<file path="src/rtl/wb_arb_pkg.sv">
// Shared types and width helpers for the Wishbone round-robin arbiter.
package wb_arb_pkg;

  // Arbiter top-level state.
  typedef enum logic [1:0] {
    IDLE  = 2'd0,
    BUSY  = 2'd1,
    DRAIN = 2'd2
  } arb_state_e;

  // Width of an owner/last index for n masters (at least one bit).
  function automatic int owner_w(input int n);
    return (n > 1) ? $clog2(n) : 1;
  endfunction

  // Width of the outstanding-transfer counter; must hold max_outst itself.
  function automatic int outst_w(input int max_outst);
    return (max_outst > 1) ? $clog2(max_outst + 1) : 1;
  endfunction

  // Width of the watchdog counter; must hold timeout itself.
  function automatic int wdog_w(input int timeout);
    return (timeout > 1) ? $clog2(timeout + 1) : 1;
  endfunction

endpackage

</file>
<file path="src/rtl/wb_rr_arbiter_rr_pick.sv">
// Rotating priority encoder: picks the first requester after 'last'.
// Kept standalone so the interrupt mux can reuse it.
module rr_pick #(
  parameter int N  = 3,
  parameter int OW = 2
) (
  input  logic [N-1:0]  req_i,
  input  logic [OW-1:0] last_i,
  output logic [OW-1:0] gnt_idx_o,
  output logic          gnt_valid_o
);

  // Scan from the lowest priority (last itself) to the highest (last+1) so the
  // final write wins and no priority chain has to be built explicitly.
  always_comb begin
    gnt_idx_o   = '0;
    gnt_valid_o = 1'b0;
    for (int i = N; i >= 1; i--) begin
      if (req_i[(int'(last_i) + i) % N]) begin
        gnt_idx_o   = OW'((int'(last_i) + i) % N);
        gnt_valid_o = 1'b1;
      end
    end
  end

endmodule

</file>
<file path="src/rtl/wb_rr_arbiter.sv">
// Round-robin arbiter sharing one pipelined Wishbone B4 slave between N
// masters. The grant is held for the owner's whole cyc; a watchdog
// error-completes transfers a hung slave never answers.
//
//   state | meaning
//   IDLE  | no owner, slave idle, waiting for any m_cyc
//   BUSY  | owner routed to the slave, counting outstanding transfers
//   DRAIN | watchdog fired, slave aborted, erroring out outstanding transfers
module wb_rr_arbiter
  import wb_arb_pkg::*;
#(
  parameter int N         = 3,
  parameter int AW        = 32,
  parameter int DW        = 32,
  parameter int TIMEOUT   = 255,
  parameter int MAX_OUTST = 4
) (
  input  logic              clk,
  input  logic              rst_n,
  input  logic [N-1:0]      m_cyc,
  input  logic [N-1:0]      m_stb,
  input  logic [N-1:0]      m_we,
  input  logic [N*DW/8-1:0] m_sel,
  input  logic [N*AW-1:0]   m_adr,
  input  logic [N*DW-1:0]   m_dat_w,
  output logic [N*DW-1:0]   m_dat_r,
  output logic [N-1:0]      m_ack,
  output logic [N-1:0]      m_err,
  output logic [N-1:0]      m_stall,
  output logic              s_cyc,
  output logic              s_stb,
  output logic              s_we,
  output logic [DW/8-1:0]   s_sel,
  output logic [AW-1:0]     s_adr,
  output logic [DW-1:0]     s_dat_w,
  input  logic [DW-1:0]     s_dat_r,
  input  logic              s_ack,
  input  logic              s_err,
  input  logic              s_stall,
  output logic              timeout_o
);

  localparam int SW = DW / 8;
  localparam int OW = owner_w(N);
  localparam int CW = outst_w(MAX_OUTST);
  localparam int WW = wdog_w(TIMEOUT);

  localparam logic [OW-1:0] LAST_RST  = OW'(N - 1);
  localparam logic [CW-1:0] OUTST_MAX = CW'(MAX_OUTST);
  localparam logic [WW-1:0] WDOG_LAST = WW'(TIMEOUT - 1);

  arb_state_e    state_q, state_d;
  logic [OW-1:0] owner_q, owner_d;
  logic [OW-1:0] last_q,  last_d;
  logic [CW-1:0] outst_q, outst_d;
  logic [WW-1:0] wdog_q,  wdog_d;

  logic [OW-1:0] pick_idx;
  logic          pick_valid;

  logic own_cyc;
  logic own_stb;
  logic full;
  logic has_outst;
  logic accept;
  logic complete;
  logic wdog_fire;

  rr_pick #(
    .N  (N),
    .OW (OW)
  ) u_pick (
    .req_i       (m_cyc),
    .last_i      (last_q),
    .gnt_idx_o   (pick_idx),
    .gnt_valid_o (pick_valid)
  );

  // Owner-side handshake terms; only meaningful while BUSY.
  always_comb begin
    own_cyc   = m_cyc[owner_q];
    own_stb   = m_stb[owner_q];
    full      = (outst_q == OUTST_MAX);
    has_outst = (outst_q != '0);
    accept    = (state_q == BUSY) && own_cyc && own_stb && !full && !s_stall;
    // A completion with nothing outstanding is a stray and is dropped.
    complete  = (state_q == BUSY) && own_cyc && (s_ack || s_err) && has_outst;
  end

  // Watchdog trip: outstanding work, no slave progress, budget exhausted.
  always_comb begin
    wdog_fire = (state_q == BUSY) && own_cyc && has_outst && !accept &&
                !complete && (wdog_q == WDOG_LAST);
  end

  // Slave-side and master-side routing from the registered owner.
  always_comb begin
    s_cyc     = 1'b0;
    s_stb     = 1'b0;
    s_we      = 1'b0;
    s_sel     = '0;
    s_adr     = '0;
    s_dat_w   = '0;
    m_ack     = '0;
    m_err     = '0;
    m_stall   = '1;
    m_dat_r   = {N{s_dat_r}};
    timeout_o = wdog_fire;
    case (state_q)
      BUSY: begin
        s_cyc   = own_cyc;
        // Hold the strobe back from the slave when the pipe is full; the
        // master sees stall, so the slave must not see a request either.
        s_stb   = own_cyc && own_stb && !full;
        s_we    = m_we[owner_q];
        s_sel   = m_sel[owner_q*SW +: SW];
        s_adr   = m_adr[owner_q*AW +: AW];
        s_dat_w = m_dat_w[owner_q*DW +: DW];
        m_stall[owner_q] = s_stall || full;
        m_ack[owner_q]   = s_ack && has_outst;
        m_err[owner_q]   = s_err && has_outst;
      end
      DRAIN: begin
        m_err[owner_q] = has_outst;
      end
      default: ;
    endcase
  end

  // Next-state, grant and counter update.
  always_comb begin
    state_d = state_q;
    owner_d = owner_q;
    last_d  = last_q;
    outst_d = outst_q;
    wdog_d  = wdog_q;
    case (state_q)
      IDLE: begin
        outst_d = '0;
        wdog_d  = '0;
        if (pick_valid) begin
          state_d = BUSY;
          owner_d = pick_idx;
        end
      end
      BUSY: begin
        if (!own_cyc) begin
          // Master abort: whatever is still in flight is forgotten.
          state_d = IDLE;
          last_d  = owner_q;
          outst_d = '0;
          wdog_d  = '0;
        end else begin
          if (accept && !complete) begin
            outst_d = outst_q + CW'(1);
          end else if (complete && !accept) begin
            outst_d = outst_q - CW'(1);
          end
          // Any slave progress restarts the watchdog window.
          if (!has_outst || accept || complete) begin
            wdog_d = '0;
          end else if (wdog_fire) begin
            wdog_d  = '0;
            state_d = DRAIN;
          end else begin
            wdog_d = wdog_q + WW'(1);
          end
        end
      end
      DRAIN: begin
        wdog_d = '0;
        if (outst_q <= CW'(1)) begin
          state_d = IDLE;
          last_d  = owner_q;
          outst_d = '0;
        end else begin
          outst_d = outst_q - CW'(1);
        end
      end
      default: begin
        state_d = IDLE;
      end
    endcase
  end

  // State register; reset drops s_cyc immediately through the routing logic.
  always_ff @(posedge clk or negedge rst_n) begin
    if (!rst_n) begin
      state_q <= IDLE;
      owner_q <= '0;
      last_q  <= LAST_RST;
      outst_q <= '0;
      wdog_q  <= '0;
    end else begin
      state_q <= state_d;
      owner_q <= owner_d;
      last_q  <= last_d;
      outst_q <= outst_d;
      wdog_q  <= wdog_d;
    end
  end

endmodule

</file>
<file path="config.mk">
export PLATFORM = sky130hd
export DESIGN_NAME = wb_rr_arbiter
export DESIGN_NICKNAME = d
export VERILOG_FILES = /design/src/rtl/wb_arb_pkg.sv /design/src/rtl/wb_rr_arbiter_rr_pick.sv /design/src/rtl/wb_rr_arbiter.sv
export SDC_FILE = /design/constraint.sdc
export NUM_CORES = 1
export LEC_CHECK = 0
export CAP_MARGIN = 15
export CORE_AREA = 8 8 160 162
export CTS_CLUSTER_SIZE = 14
export DETAILED_ROUTE_END_ITERATION = 8
export DIE_AREA = 0 0 168 170
export REMOVE_ABC_BUFFERS = 1
export SLEW_MARGIN = 20
export SYNTH_ARGS = -nofsm -noshare
export SYNTH_HDL_FRONTEND = slang
export SYNTH_SLANG_ARGS = --single-unit
</file>
<file path="constraint.sdc">
create_clock -name clk -period 2.17 [get_ports clk]
set_input_delay 0.217 -clock clk [delete_from_list [all_inputs] [get_ports clk]]
set_output_delay 0.217 -clock clk [all_outputs]
set_load 0.05 [all_outputs]
</file>
## Yosys cells after proc, flatten, opt, wreduce, memory -nomap -nowiden

Cells that the tools add are included.

| operators by class | value |
|---|---|
| add/subtract/negate cells | 6 |
| divide/modulo/power cells | 3 |
| $lt $le $gt $ge | 6 |
| equal/unequal tests | 10 |
| shift-type cells | 3 |
| mux-type cells | 50 |
| bitwise logic cells | 5 |
| reductions and logical operators | 36 |

Operators with widths:

| kind | number |
|---|---|
| 96-bit by 8-bit variable part select with 32-bit output | 2 |
| 32-bit by 4-bit < comparator with 1-bit output, second input constant | 3 |
| 32-bit by 3-bit modulo with 32-bit output, second input constant | 3 |
| 32-bit 2-to-1 mux | 2 |
| 8-bit 2-to-1 mux | 3 |
| 2-bit 2-to-1 mux | 10 |
| 3-bit 2-to-1 mux | 6 |
| 1-bit logical AND | 17 |
| 1-bit 2-to-1 mux | 16 |
| 8-bit one-hot mux with 2 select lines | 1 |
| 1-bit binary-select mux with 2-bit select | 6 |
| 12-bit by 5-bit variable part select with 4-bit output | 1 |
| 3-bit AND | 3 |
| 3-bit one-hot mux with 3 select lines | 1 |
| 8-bit by 1-bit adder with 8-bit output, second input constant | 1 |
| 8-bit equality test, second input constant | 1 |
| 2-bit by 2-bit adder with 3-bit output, second input constant | 2 |
| 2-bit != test, second input constant | 3 |
| 3-bit != test, second input constant | 2 |
| 2-bit one-hot mux with 3 select lines | 1 |
| 3-bit one-hot mux with 2 select lines | 1 |
| 3-bit nonzero test | 2 |
| 1-bit zero test | 5 |
| 1-bit logical OR | 4 |
| other kinds (21) | 23 |

| storage, ports and cells | value |
|---|---|
| register bits after elaboration | 17 |
| input bits | 250 |
| output and inout port bits | 177 |
| logic and storage cells | 124 |

## Longest topological paths before layout

| depth | value |
|---|---|
| depth after elaboration | 14 |
| mapped depth | 12 |
| gate-level depth less buffers | 10 |

## Hierarchy

From an unflattened synthesis, not the netlist that was laid out.

| unflattened totals | value |
|---|---|
| cells, all modules | 583 |
| area, all modules | 4139.0 µm² |

By module, submodules not included:

| module | instances | cells an instance | area an instance (µm²) | sequential area each (µm²) |
|---|---|---|---|---|
| wb_rr_arbiter | 1 | 556 | 3947.5 | 426.7 |
| rr_pick | 1 | 27 | 191.4 | 0.0 |

## Least setup slack after synthesis

No wires, ideal clock.

| timing path | value |
|---|---|
| kind | reg2out |
| from | register state_q[1] |
| to | output port m_ack[0] |
| data arrival time | 2184 ps |
| required time | 1953 ps |
| slack | -231 ps |
| stages on the path, launching flop included | 6 |
| buffers on the path | 1 |
| cells stage by stage | dfrtp_1 -> inv_1 -> ha_1 -> clkbuf_1 -> nand3_1 -> nor3_1 |

| on the way | value |
|---|---|
| longest elaborated chain between the ends | 2 |

RTL lines:

| element | RTL line | text |
|---|---|---|
| start, declared | wb_rr_arbiter.sv:52 | `arb_state_e state_q, state_d;` |
| start signal, assigned | wb_rr_arbiter.sv:195 | `state_q <= state_d;` |
| 2-bit by 1-bit equality test with 1-bit output | wb_rr_arbiter.sv:109 | `case (state_q)` |
| 3-bit 2-to-1 mux | wb_rr_arbiter.sv:109 |  |
| end, declared | wb_rr_arbiter.sv:27 | `output logic [N-1:0] m_ack,` |

Every way passes these cells.

## Worst setup path after layout

| timing path | value |
|---|---|
| from | register owner_q[1] |
| to | register outst_q[2] |

| on the way | value |
|---|---|
| longest elaborated chain between the ends | 10 |
| elaborated cells on any way between the ends | 19 |
| those cells by class | eq/ne (1); mux (7); reduce/logical (11) |

RTL lines:

| element | RTL line | text |
|---|---|---|
| start, declared | wb_rr_arbiter.sv:53 | `logic [OW-1:0] owner_q, owner_d;` |
| start signal, assigned | wb_rr_arbiter.sv:196 | `owner_q <= owner_d;` |
| 1-bit binary-select mux with 2-bit select | wb_rr_arbiter.sv:81 | `own_cyc = m_cyc[owner_q];` |
| 1-bit 2-to-1 mux (not written as such) | wb_rr_arbiter.sv:81 |  |
| 1-bit logical AND | wb_rr_arbiter.sv:85, wb_rr_arbiter.sv:87 |  |
| 1-bit logical AND (on tied branches) (2 in series) | wb_rr_arbiter.sv:85, wb_rr_arbiter.sv:87 |  |
| 1-bit logical AND / 1-bit zero test (equally long branches) | wb_rr_arbiter.sv:85, wb_rr_arbiter.sv:154 |  |
| 1-bit logical AND / 1-bit zero test (equally long branches) | wb_rr_arbiter.sv:154, wb_rr_arbiter.sv:156 |  |
| 3-bit 2-to-1 mux / 1-bit logical AND (equally long branches) | wb_rr_arbiter.sv:154, wb_rr_arbiter.sv:156 |  |
| 3-bit 2-to-1 mux / 4-bit by 2-bit != test with 1-bit output (equally long branches) | -- |  |
| 3-bit one-hot mux with 3 select lines / 2-bit AND reduction (equally long branches) | -- |  |
| end signal, assigned | wb_rr_arbiter.sv:198 | `outst_q <= outst_d;` |
| end, declared | wb_rr_arbiter.sv:55 | `logic [CW-1:0] outst_q, outst_d;` |

Several ways; a longest one is shown, not always the timed one. The select of a mux whose other input is x is not followed.
A chain may end at the register's enable or synchronous reset.

==> results by group <==
Status
  • Status: finished, violations left
  • Failing checks: negative setup slack

STA
  • Post-layout worst setup margin: -0.0254 ns
  • Max-slew violation count: 0
  • Period Utilization, post-route: 1.01
  • Fmax: 456 MHz
  • Setup violations, final: 1
  • Worst slew pin tran: 0.488 ns
  • Hold WS: 0.289 ns
  • Final Hold Fails: 0
  • RSZ-0062 raised after global routing: true
  • Worst Clk Skew: 0.00174 ns
  • Min Clock Period, post-route: 2.20 ns
  • Worst slew margin: 0.673

Route
  • TritonRoute pass-1 iters: 4
  • Final WL: 24200 µm
  • Drt drc: 0
  • Vias: 4736
  • DRT iter0 DRCs: 337
  • Post-DRT Antenna Nets: 0
  • Vias/cell: 4.43
  • WL per Instance: 22.6 µm

Synthesis
  • Synth cell types: 57
  • Seq/Total Area, Yosys: 0.105
  • Most used DFF post-synth: dfrtp_1
  • Asr flop ratio synth: 1.00
  • Post-synth EDFFs: 0
  • Ys Warns: 0
  • Mean Syn Cell Area: 7.07 µm²
  • Mapped cell area: 0.00406 mm²
  • #FFs+latches synth: 17
  • Post-Syn Instances: 574

Global routing
  • Number of global-route vias before repair: 4815
  • GRT Resource Usage Total: 0.155
  • Largest net degree at the start of global routing: 74
  • Initial antenna violation count: 1
  • Gr ovfl total: 0
  • First-pass GRT wire length: 33500 µm

Setup path
  • Worst r2r src: owner_q[1]
  • Worst-path maximum fanout: 8
  • Worst R2R Path Depth: 10
  • Critical path arrival: 2.37 ns
  • Crit path capture type: flop
  • Startpoint types: flop
  • R2R Setup Slk: -0.03 ns
  • Worst Setup Path Type: flop to flop
  • Reg2Reg Capture Point: outst_q[2]
  • Worst Path Required: 2.34 ns

Layout
  • Share of layout cells above drive strength 1: 0.214
  • Layout Cells excl Fill: 1070
  • Total Nets Final: 1044
  • Antenna diodes: 0
  • Syn-to-layout area delta: 96.0%
  • Design area: 0.00795 mm²

Die
  • Area of the core: 0.0231 mm²
  • Die ar.: 0.0286 mm²
  • # IOs: 427
  • Num rows: 56
  • Die X: 168 µm
  • Die H: 170 µm
  • Initial Utilization: 0.176

Power
  • Maximum vdd drop: 0.000496 V
  • PD cells: 1420 mW/mm²
  • Leakage: 0.00306 µW

Clock tree
  • Root Driver: clkbuf_16
  • # clock sinks: 17
  • Max Root-Sink Buffers: 2
  • Num CTS Buffers: 3
  • H-tree Lvls: 1
  • CTS tree: yes
  • Later-pin clock latency in the skew report: 0.25 ns
  • Clock transition at path regs: 0.05 ns
  • Hold_buf cts: 0

Place
  • PortBufs: 298
  • Detailed Place HPWL: 19400 µm
  • GP Congestion: 0.826
  • Dpl cell area: 0.00753 mm²
  • Placed Cells: 1054

Flow run
  • Max Cap Violations: 0

Worst hold path
  • Hold crit path type: input pin to asynchronous set/reset pin
[critical path: stages, from the launching register on]
cell	delay, ns
dfrtp_4	0.57
nor2b_4	0.19
buf_4	0.14
o2bb2ai_4	0.14
nand2_4	0.09
nor3_2	0.16
ha_2	0.22
mux2i_1	0.23
xnor2_1	0.16
a21oi_1	0.09
o21ai_1	0.12
[metrics by stage]
| stage | total power, µW | util | setup WS, ns | TNS, ns |
|---|---|---|---|---|
| detailed placement | 10200 | 0.327 | -0.0730 | -0.161 |
| finish | 11300 | 0.345 | -0.0254 | -0.0254 |
| global route | 11800 | 0.345 | -0.113 | -0.267 |
| CTS | 11200 | 0.340 | -0.00875 | -0.00875 |
| floorplan | 5490 | - | -4.09 | -310.44 |
| global placement | 10200 | 0.327 | -0.0814 | -0.131 |
[metal layers]
| layer | vias to the layer above | share of wire | GRT usage |
|---|---|---|---|
| li1 | 2266 | - | - |
| met1 | 2202 | 0.45 | 0.204 |
| met2 | 254 | 0.42 | 0.223 |
| met3 | 10 | 0.13 | 0.0853 |
| met4 | 4 | 0.0033 | 0.00970 |
| met5 | - | 0.0031 | 0.0347 |
[logic make-up after synthesis]
kind of cell    synth area share
compound gates             0.167
mux                        0.188
simple gates               0.258
flops                      0.105
fa+ha+maj                 0.0453
xor+xnor                 0.00648
buf+inv                    0.229
[power by group]
group	leakage, µW	total [µW]	internal (µW)	switching, µW
sequential	0.000225	525	399	126
combinational	0.00279	10400	4770	5610
clock	0.0000409	373	247	126
[cells in the final DEF, fill, tap and decap left out, types with 3 or more instances in the layout]
master,count
a21o_1,3
and4_1,4
o21ai_1,17
nor3_2,3
buf_12,79
clkbuf_16,4
and2_4,9
nand3_1,5
buf_4,29
mux2i_1,71
and3_1,3
buf_16,6
o21ai_0,60
ha_1,11
o21ai_2,4
clkdlybuf4s50_1,217
nor2_1,10
nand2_1,89
dfrtp_1,14
nand4_1,3
a21oi_1,3
inv_1,14
and2_1,60
[worst max path at each step]
stage / startpoint / to / cells after the start
after floorplan: owner_q[1] / outst_q[2] / 10
after global placement: owner_q[1] / s_adr[5] / 6
after detailed placement: m_cyc[2] / outst_q[2] / 10
after CTS: owner_q[1] / outst_q[2] / 10
after global routing: owner_q[1] / outst_q[2] / 10
final: owner_q[1] / outst_q[2] / 10
[sequential cells by signal, indices dropped and copies added, names as in the netlist]
| name | count |
|---|---|
| last_q | 2 |
| outst_q | 3 |
| owner_q | 2 |
| state_q | 2 |
| wdog_q | 8 |
[Yosys cell counts, drive strengths merged, types with 4 or more instances]
cell | number | area share
mux2i | 73 | 0.18
nor2 | 12 | 0.011
ha | 13 | 0.040
clkbuf | 25 | 0.023
and4 | 4 | 0.0086
and2 | 69 | 0.11
inv | 15 | 0.014
o21ai | 81 | 0.10
buf | 107 | 0.19
nand3 | 5 | 0.0062
dfrtp | 16 | 0.099
a21oi | 5 | 0.0080
nand4 | 4 | 0.0099
nand2 | 90 | 0.084
nor3 | 5 | 0.0062
[final cells by class]
| type | count | area (µm²) |
|---|---|---|
| Clock buffer | 3 | 75.1 |
| Clock inverter | 1 | 5.00 |
| Fill cell | 2370 | 15100 |
| Inverter | 15 | 56.3 |
| Multi-Input combinational cell | 410 | 2840 |
| Sequential cell | 17 | 432 |
| Tap cell | 290 | 363 |
| Timing Repair Buffer | 334 | 4180 |
[what timing repair did]
| item | CTS | global route |
|---|---|---|
| pin swaps | 2 | 9 |
| resized for setup | 27 | 27 |
| setup buffers | 7 | 1 |
| gates cloned | 3 | 1 |
| setup endpoints to repair | 50 | 38 |
(Power assumes the default switching activity.)
